--- config.mk ---
export PLATFORM = sky130hd
export DESIGN_NAME = serdes_lane
export DESIGN_NICKNAME = d
export VERILOG_FILES = /design/src/rtl/serdes_lane.sv
export SDC_FILE = /design/constraint.sdc
export NUM_CORES = 1
export LEC_CHECK = 0
export ABC_AREA = 1
export CORE_MARGIN = 2
export CORE_UTILIZATION = 30
export DETAILED_ROUTE_END_ITERATION = 6
export GPL_ROUTABILITY_DRIVEN = 0
export GPL_TIMING_DRIVEN = 0
export PLACE_DENSITY = 0.61
export SLEW_MARGIN = 20
export SYNTH_ARGS = -nofsm -noshare
export SYNTH_HDL_FRONTEND = slang
export SYNTH_SLANG_ARGS = --single-unit
export TNS_END_PERCENT = 20
--- constraint.sdc ---
create_clock -name clk -period 1.55 [get_ports clk]
set_input_delay 0.155 -clock clk [delete_from_list [all_inputs] [get_ports clk]]
set_output_delay 0.155 -clock clk [all_outputs]
set_load 0.02 [all_outputs]
--- src/rtl/serdes_lane.sv ---
// Single-lane SERDES: sync-word aligned deserializer (RX) and double-buffered
// serializer (TX) with valid/ready handshake. RX and TX share only clk/rst_n/ena.
module serdes_lane #(
  parameter int               WIDTH     = 8,
  parameter bit               MSB_FIRST = 1'b1,
  parameter bit               ALIGN_EN  = 1'b1,
  parameter logic [WIDTH-1:0] SYNC_WORD = 8'hD5
) (
  input  logic             clk,
  input  logic             rst_n,
  input  logic             ena,
  input  logic             rx_bit,
  input  logic             rx_bit_en,
  input  logic             resync,
  output logic [WIDTH-1:0] rx_data,
  output logic             rx_valid,
  output logic             rx_locked,
  output logic             sync_det,
  input  logic [WIDTH-1:0] tx_data,
  input  logic             tx_valid,
  output logic             tx_ready,
  output logic             tx_bit,
  output logic             tx_active
);

  localparam int               CNT_W    = (WIDTH > 2) ? $clog2(WIDTH) : 1;
  localparam logic [CNT_W-1:0] LAST_BIT = CNT_W'(WIDTH - 1);

  typedef enum logic {
    HUNT   = 1'b0,
    LOCKED = 1'b1
  } rx_state_t;

  function automatic logic [WIDTH-1:0] shift_in(input logic [WIDTH-1:0] sr, input logic b);
    return MSB_FIRST ? {sr[WIDTH-2:0], b} : {b, sr[WIDTH-1:1]};
  endfunction

  function automatic logic [WIDTH-1:0] shift_out(input logic [WIDTH-1:0] sr);
    return MSB_FIRST ? {sr[WIDTH-2:0], 1'b0} : {1'b0, sr[WIDTH-1:1]};
  endfunction

  rx_state_t        rx_state, rx_state_nxt;
  logic [CNT_W-1:0] rx_cnt, rx_cnt_nxt;
  logic [WIDTH-1:0] rx_sr, rx_shifted;
  logic             rx_sample, rx_match, rx_word_done;

  // RX control: resync wins over the bit sampled on the same edge
  always_comb begin
    rx_shifted   = shift_in(rx_sr, rx_bit);
    rx_sample    = ena && rx_bit_en && !resync;
    rx_match     = rx_sample && (rx_state == HUNT) && (rx_shifted == SYNC_WORD);
    rx_word_done = rx_sample && (rx_state == LOCKED) && (rx_cnt == LAST_BIT);
    rx_state_nxt = rx_state;
    rx_cnt_nxt   = rx_cnt;
    if (ena && resync) begin
      rx_cnt_nxt   = '0;
      rx_state_nxt = ALIGN_EN ? HUNT : LOCKED;
    end else if (rx_sample) begin
      if (rx_state == HUNT) begin
        if (rx_match) begin
          rx_state_nxt = LOCKED;
          rx_cnt_nxt   = '0;
        end
      end else if (rx_word_done) begin
        rx_cnt_nxt = '0;
      end else begin
        rx_cnt_nxt = rx_cnt + 1'b1;
      end
    end
  end

  always_ff @(posedge clk or negedge rst_n) begin
    if (!rst_n) begin
      rx_state <= ALIGN_EN ? HUNT : LOCKED;
      rx_cnt   <= '0;
    end else begin
      rx_state <= rx_state_nxt;
      rx_cnt   <= rx_cnt_nxt;
    end
  end

  // RX datapath; pulses clear on every edge they are not re-asserted
  always_ff @(posedge clk or negedge rst_n) begin
    if (!rst_n) begin
      rx_sr    <= '0;
      rx_data  <= '0;
      rx_valid <= 1'b0;
      sync_det <= 1'b0;
    end else begin
      rx_valid <= rx_word_done;
      sync_det <= rx_match;
      if (rx_sample) rx_sr <= rx_shifted;
      if (rx_word_done) rx_data <= rx_shifted;
    end
  end

  assign rx_locked = (rx_state == LOCKED);

  logic [WIDTH-1:0] tx_hold, tx_sh;
  logic             tx_hold_full;
  logic [CNT_W-1:0] tx_cnt;
  logic             tx_last, tx_load, tx_take;

  // The shifter reloads on its last-bit edge so streamed words have no gap
  always_comb begin
    tx_last = tx_active && (tx_cnt == LAST_BIT);
    tx_load = ena && tx_hold_full && (!tx_active || tx_last);
    tx_take = ena && tx_valid && !tx_hold_full;
  end

  always_ff @(posedge clk or negedge rst_n) begin
    if (!rst_n) begin
      tx_hold      <= '0;
      tx_hold_full <= 1'b0;
      tx_sh        <= '0;
      tx_cnt       <= '0;
      tx_active    <= 1'b0;
    end else if (ena) begin
      if (tx_take) begin
        tx_hold      <= tx_data;
        tx_hold_full <= 1'b1;
      end else if (tx_load) begin
        tx_hold_full <= 1'b0;
      end
      if (tx_load) begin
        tx_sh     <= tx_hold;
        tx_cnt    <= '0;
        tx_active <= 1'b1;
      end else if (tx_last) begin
        tx_sh     <= '0;
        tx_cnt    <= '0;
        tx_active <= 1'b0;
      end else if (tx_active) begin
        tx_sh  <= shift_out(tx_sh);
        tx_cnt <= tx_cnt + 1'b1;
      end
    end
  end

  // Ready comes straight off the hold flag, so it rises only after a drain edge
  assign tx_ready = !tx_hold_full;
  assign tx_bit   = tx_active && (MSB_FIRST ? tx_sh[WIDTH-1] : tx_sh[0]);

endmodule

## Word-level counts from Yosys, hierarchy flattened

Index checks and enable logic that the tools add are counted.

| storage, ports and cells | value |
|---|---|
| bits in registers | 42 |
| latch bits | 0 |
| bits in writable memories | 0 |
| ROM bits | 0 |
| input bits | 15 |
| output and inout port bits | 14 |
| logic and storage cells | 63 |
| memories kept | 0 |

| cells by class | value |
|---|---|
| add/subtract/negate cells | 2 |
| multipliers | 0 |
| div/mod/pow operators | 0 |
| $lt $le $gt $ge | 0 |
| equal/unequal tests | 3 |
| shift-type cells | 0 |
| multiplexer cells | 19 |
| bitwise gates (word level) | 1 |
| reductions and logical operators | 27 |

Operators with widths:

| kind | number |
|---|---|
| two-way mux 3 bit | 8 |
| two-way mux 8 bit | 3 |
| logical AND 1 bit | 13 |
| AND reduction 2 bit | 5 |
| == test 8 bit (second input constant) | 1 |
| two-way mux 1 bit | 8 |
| adder 3 x 1 -> 3 bit (second input constant) | 2 |
| == test 3 bit (second input constant) | 2 |
| nonzero test 2 bit | 3 |
| nonzero test 3 bit | 2 |
| zero test 1 bit | 3 |
| logical OR 1 bit | 1 |
| NOT 1 bit | 1 |

## Depth between registers and ports, before layout

| logic depth | value |
|---|---|
| depth after elaboration | 8 |
| depth in mapped cells | 8 |
| depth with buffers taken out | 8 |

## Worst setup path after synthesis

OpenSTA, ideal clock, no wires.

| timing path | value |
|---|---|
| path type | register -> register |
| from | register tx_cnt[0] |
| to | register tx_sh[2] |
| setup time | 0.068 ns |
| arrival time | 1.243 ns |
| data required time | 1.482 ns |
| path slack | 0.238 ns |
| cell stages (with the launch flop) | 8 |
| path buffers | 0 |
| period minus slack after synthesis | 1.312 ns |
| cells stage by stage | dfrtp_1 ha_1 ha_1 nor2_2 nand2_1 clkinv_1 nand2_1 nand3_1 |

| on the way | value |
|---|---|
| cells in the longest elaborated chain, start to end | 6 |
| elaborated cells on any way between the ends | 8 |
| those cells by class | 1 x eq/ne; 2 x mux; 5 x reduce/logical |

Ends and longest elaborated chain:

| what | line | source |
|---|---|---|
| start, declared | 101 | `logic [CNT_W-1:0] tx_cnt;` |
| start signal, assigned | 135 | `tx_cnt <= tx_cnt + 1'b1;` |
| == test 3 bit (*) | 106 | `tx_last = tx_active && (tx_cnt == LAST_BIT);` |
| logical AND 1 bit (*) | 106 |  |
| logical OR 1 bit | 107 | `tx_load = ena && tx_hold_full && (!tx_active \|\| tx_last);` |
| logical AND 1 bit | 107 |  |
| nonzero test 3 bit (no source line) | n/a |  |
| AND reduction 2 bit (no source line) | n/a |  |
| end signal, assigned | 126 | `tx_sh <= tx_hold;` |
| end signal, assigned | 134 | `tx_sh <= shift_out(tx_sh);` |
| end, declared | 99 | `logic [WIDTH-1:0] tx_hold, tx_sh;` |

Every way passes the cells marked *; elsewhere a longest branch is shown, timed or not.
A chain may end at the register's enable or synchronous reset.

## Final worst setup path

| timing path | value |
|---|---|
| from | register tx_active |
| to | output port tx_active |

RTL lines:

| what | line | source |
|---|---|---|
| start, declared | 23 | `output logic tx_active` |
| start signal, assigned | 117 | `tx_active <= 1'b0;` |
| start signal, assigned | 128 | `tx_active <= 1'b1;` |
| start signal, assigned | 132 | `tx_active <= 1'b0;` |

No word-level cell between the ends.

==> flow_summary.toml <==
[finish]
area_growth_pct = 26.5
drive_above_1_share_pct = 12.8
nets = 261
fin_util_pct = 39.4
antenna_cells = 0

[timing]
fmax_ghz = 0.690
finalHoldViolations = 0
min_period_over_period_pct = 93.5
worst_slew_pin_slew_ns = 0.317
slew_headroom_pct = 78.8
final.setup_skew_ns = 0.00675
final_max_slew_viol_count = 0
rsz0062_at_grt = "false"
fin_crit_ns = 1.45
setup-violations-final = 0

[global_route]
antenna_found_initial = 0
grt_max_degree = 33
grt_pass1_wl_um = 6070
grt-ovfl-total = 0
grt_util_all_layers_pct = 11.8
grt_pass1_vias = 1311

[yosys]
synth_warnings = 0
synth_top_area_share_pct = 56.7
netlist_area_mm2 = 0.00185
syn_avg_cell_area_um2 = 9.00
syn_nets = 225
yosysMostFrequentCell = "nand2_1"
ys_top_cells_by_area = "dfrtp_1, nand2_1, inv_1"
synth_common_cells = "nand2_1, dfrtp_1, inv_1, nand3_1, o21ai_0"
synth_ff_type = "dfrtp_1"
synth_edf_count = 0
synthArstFlopShare_pct = 100
yosysUniqueCellTypes = 25
syn_inst = 206
ys_ff_latch = 42
yosys.area.top_type = "dfrtp_1"
yosysSeqAreaShare_pct = 56.7

[pwr]
power_density_mw_per_mm2 = 1290
ir_worst_vdd_mv = 0.507
p_leak_nw = 1.18
p_total_mw = 3.02

[route]
drc = 0
dr.pass1.iters = 4
vias = 1369
drtAntennaViolNets = 0
vias_per_cell = 4.31
wirelength_um = 3460
wl_met2_um = 1550
wl_per_cell_um = 10.9
m1WireLength_um = 1730
drt-initial-drc-count = 87
route.met3.wl_um = 114
top_layer = "met4"

[worst_setup_path]
crit_required_ns = 1.39
slowest_delay_ns = 0.62
worstSetupPathType = "register to output port"
slowest_stage = "clkdlybuf4s50_1"
crit_arrival_ns = 1.29
cp-end-kind = "output port"
critPathTopFamily = "buffers and inverters"
worst-path-buf-inv = 1
startpoint_type = "register"
cp_max_fo = 4
cp_cell_sequence = "clkdlybuf4s50_1"

[placement]
port_buffers = 27
dp_hpwl_um = 2560

[clock_tree]
cts_setup_buffers = 0
clock_tree.root_cell = "clkbuf_8"
cts_made_buffers = 5
clk_path_buf_depth = 2
cts_tree = "done"
clock_latency_ns = 0.28
cts_sinks = 42
clkSlewWorstSetupHoldPaths_ns = 0.08
cts_max_level = 2

[run]
drv_cap = 0

[floorplanning]
ios = 29
coreArea_mm2 = 0.00596
num_rows = 28
die_width_um = 82.6
dieArea_mm2 = 0.00683
start_util_pct = 31.1
die_h_um = 82.6

[min_path]
hold_class = "input port to register"

[run_status]
status = "completed"
## cells by family (layout without fill, tap and decap cells)
| group | count (synthesis) | in the layout | synth area share, % |
|---|---|---|---|
| adders and majority gates | 4 | 4 | 2.70 |
| buffers and inverters | 28 | 65 | 6.41 |
| and+or+nand+nor | 111 | 111 | 26.8 |
| AOI/OAI and AO/OA | 21 | 21 | 7.42 |
| DFF | 42 | 42 | 56.7 |
## report_power, final
group          switching, mW  leakage (nW)  internal (mW)
clock network          0.345        0.0482          0.359
logic                  0.458         0.575          0.302
registers              0.169         0.555           1.39
## routing by layer
layer | up-vias | global-route usage, %
li1 | 715 | -
met2 | 17 | 16.9
met5 | - | 0
met3 | 4 | 2.50
met1 | 633 | 16.9
met4 | 0 | 5.41
## stage by stage
stage	std cells	hold WS [ns]	setup WS, ns	setup TNS, ns	instance area, um^2
6_report	318	0.231	0.101	0	2350
5_1_grt	318	0.236	0.0182	0	2350
4_1_cts	318	0.226	0.00522	0	2330
3_5_place_dp	309	0.0537	0.0699	0	2230
3_3_place_gp	308	0.463	-0.785	-32.89	2220
2_1_floorplan	206	-0.141	0.238	0	1850
## layout by cell type, fill, tap and decap left out, types with 2 or more instances in the layout
cell type / netlist / final
nand3_2: 2 / 2
nand2_2: 2 / 3
nand4_1: 2 / 2
inv_1: 21 / 21
dlygate4sd2_1: 0 / 2
o21ai_0: 11 / 11
o21ai_2: 7 / 7
clkdlybuf4s50_1: 0 / 23
nand2_1: 81 / 80
nand3_1: 11 / 11
ha_1: 4 / 4
clkbuf_8: 0 / 6
dfrtp_1: 42 / 42
nor2_4: 1 / 2
buf_2: 2 / 3
nor2_1: 7 / 7
## cell type report
| class | count | area (um^2) |
|---|---|---|
| Fill cell | 620 | 3610 |
| Timing Repair Buffer | 29 | 295 |
| Tap cell | 75 | 93.8 |
| Clock inverter | 1 | 5.00 |
| Clock buffer | 7 | 86.3 |
| Buffer | 4 | 28.8 |
| Sequential cell | 42 | 1050 |
| Multi-Input combinational cell | 136 | 692 |
| Inverter | 24 | 93.8 |
## state kept, by name (all words and copies together) (netlist names)
name and flops:
tx_cnt 3, tx_active 1, tx_hold 8, rx_cnt 3, rx_data 8, tx_sh 8
tx_hold_full 1, sync_det 1, rx_valid 1, rx_sr 7, rx_locked 1
## timing repair
action	4_1_cts	5_1_grt
setup endpoints to repair	2	8
gates resized for setup	2	4
hold buffers	1	0
endpoints found under the hold margin	10	0
## worst paths after layout
path	cells past startpoint	start	endpoint	slack (ns)
setup / recovery	1	tx_active	tx_active	0.10
hold / removal	3	ena	rx_valid	0.23
min in group asynchronous	2	rst_n	tx_hold[5]	0.28
setup reg to reg	7	tx_cnt[0]	tx_sh[2]	0.14
max in group asynchronous	3	rst_n	rx_data[1]	0.82
hold reg to reg	2	rx_data[7]	rx_data[7]	0.48
Power figures use the tool's default switching activity.
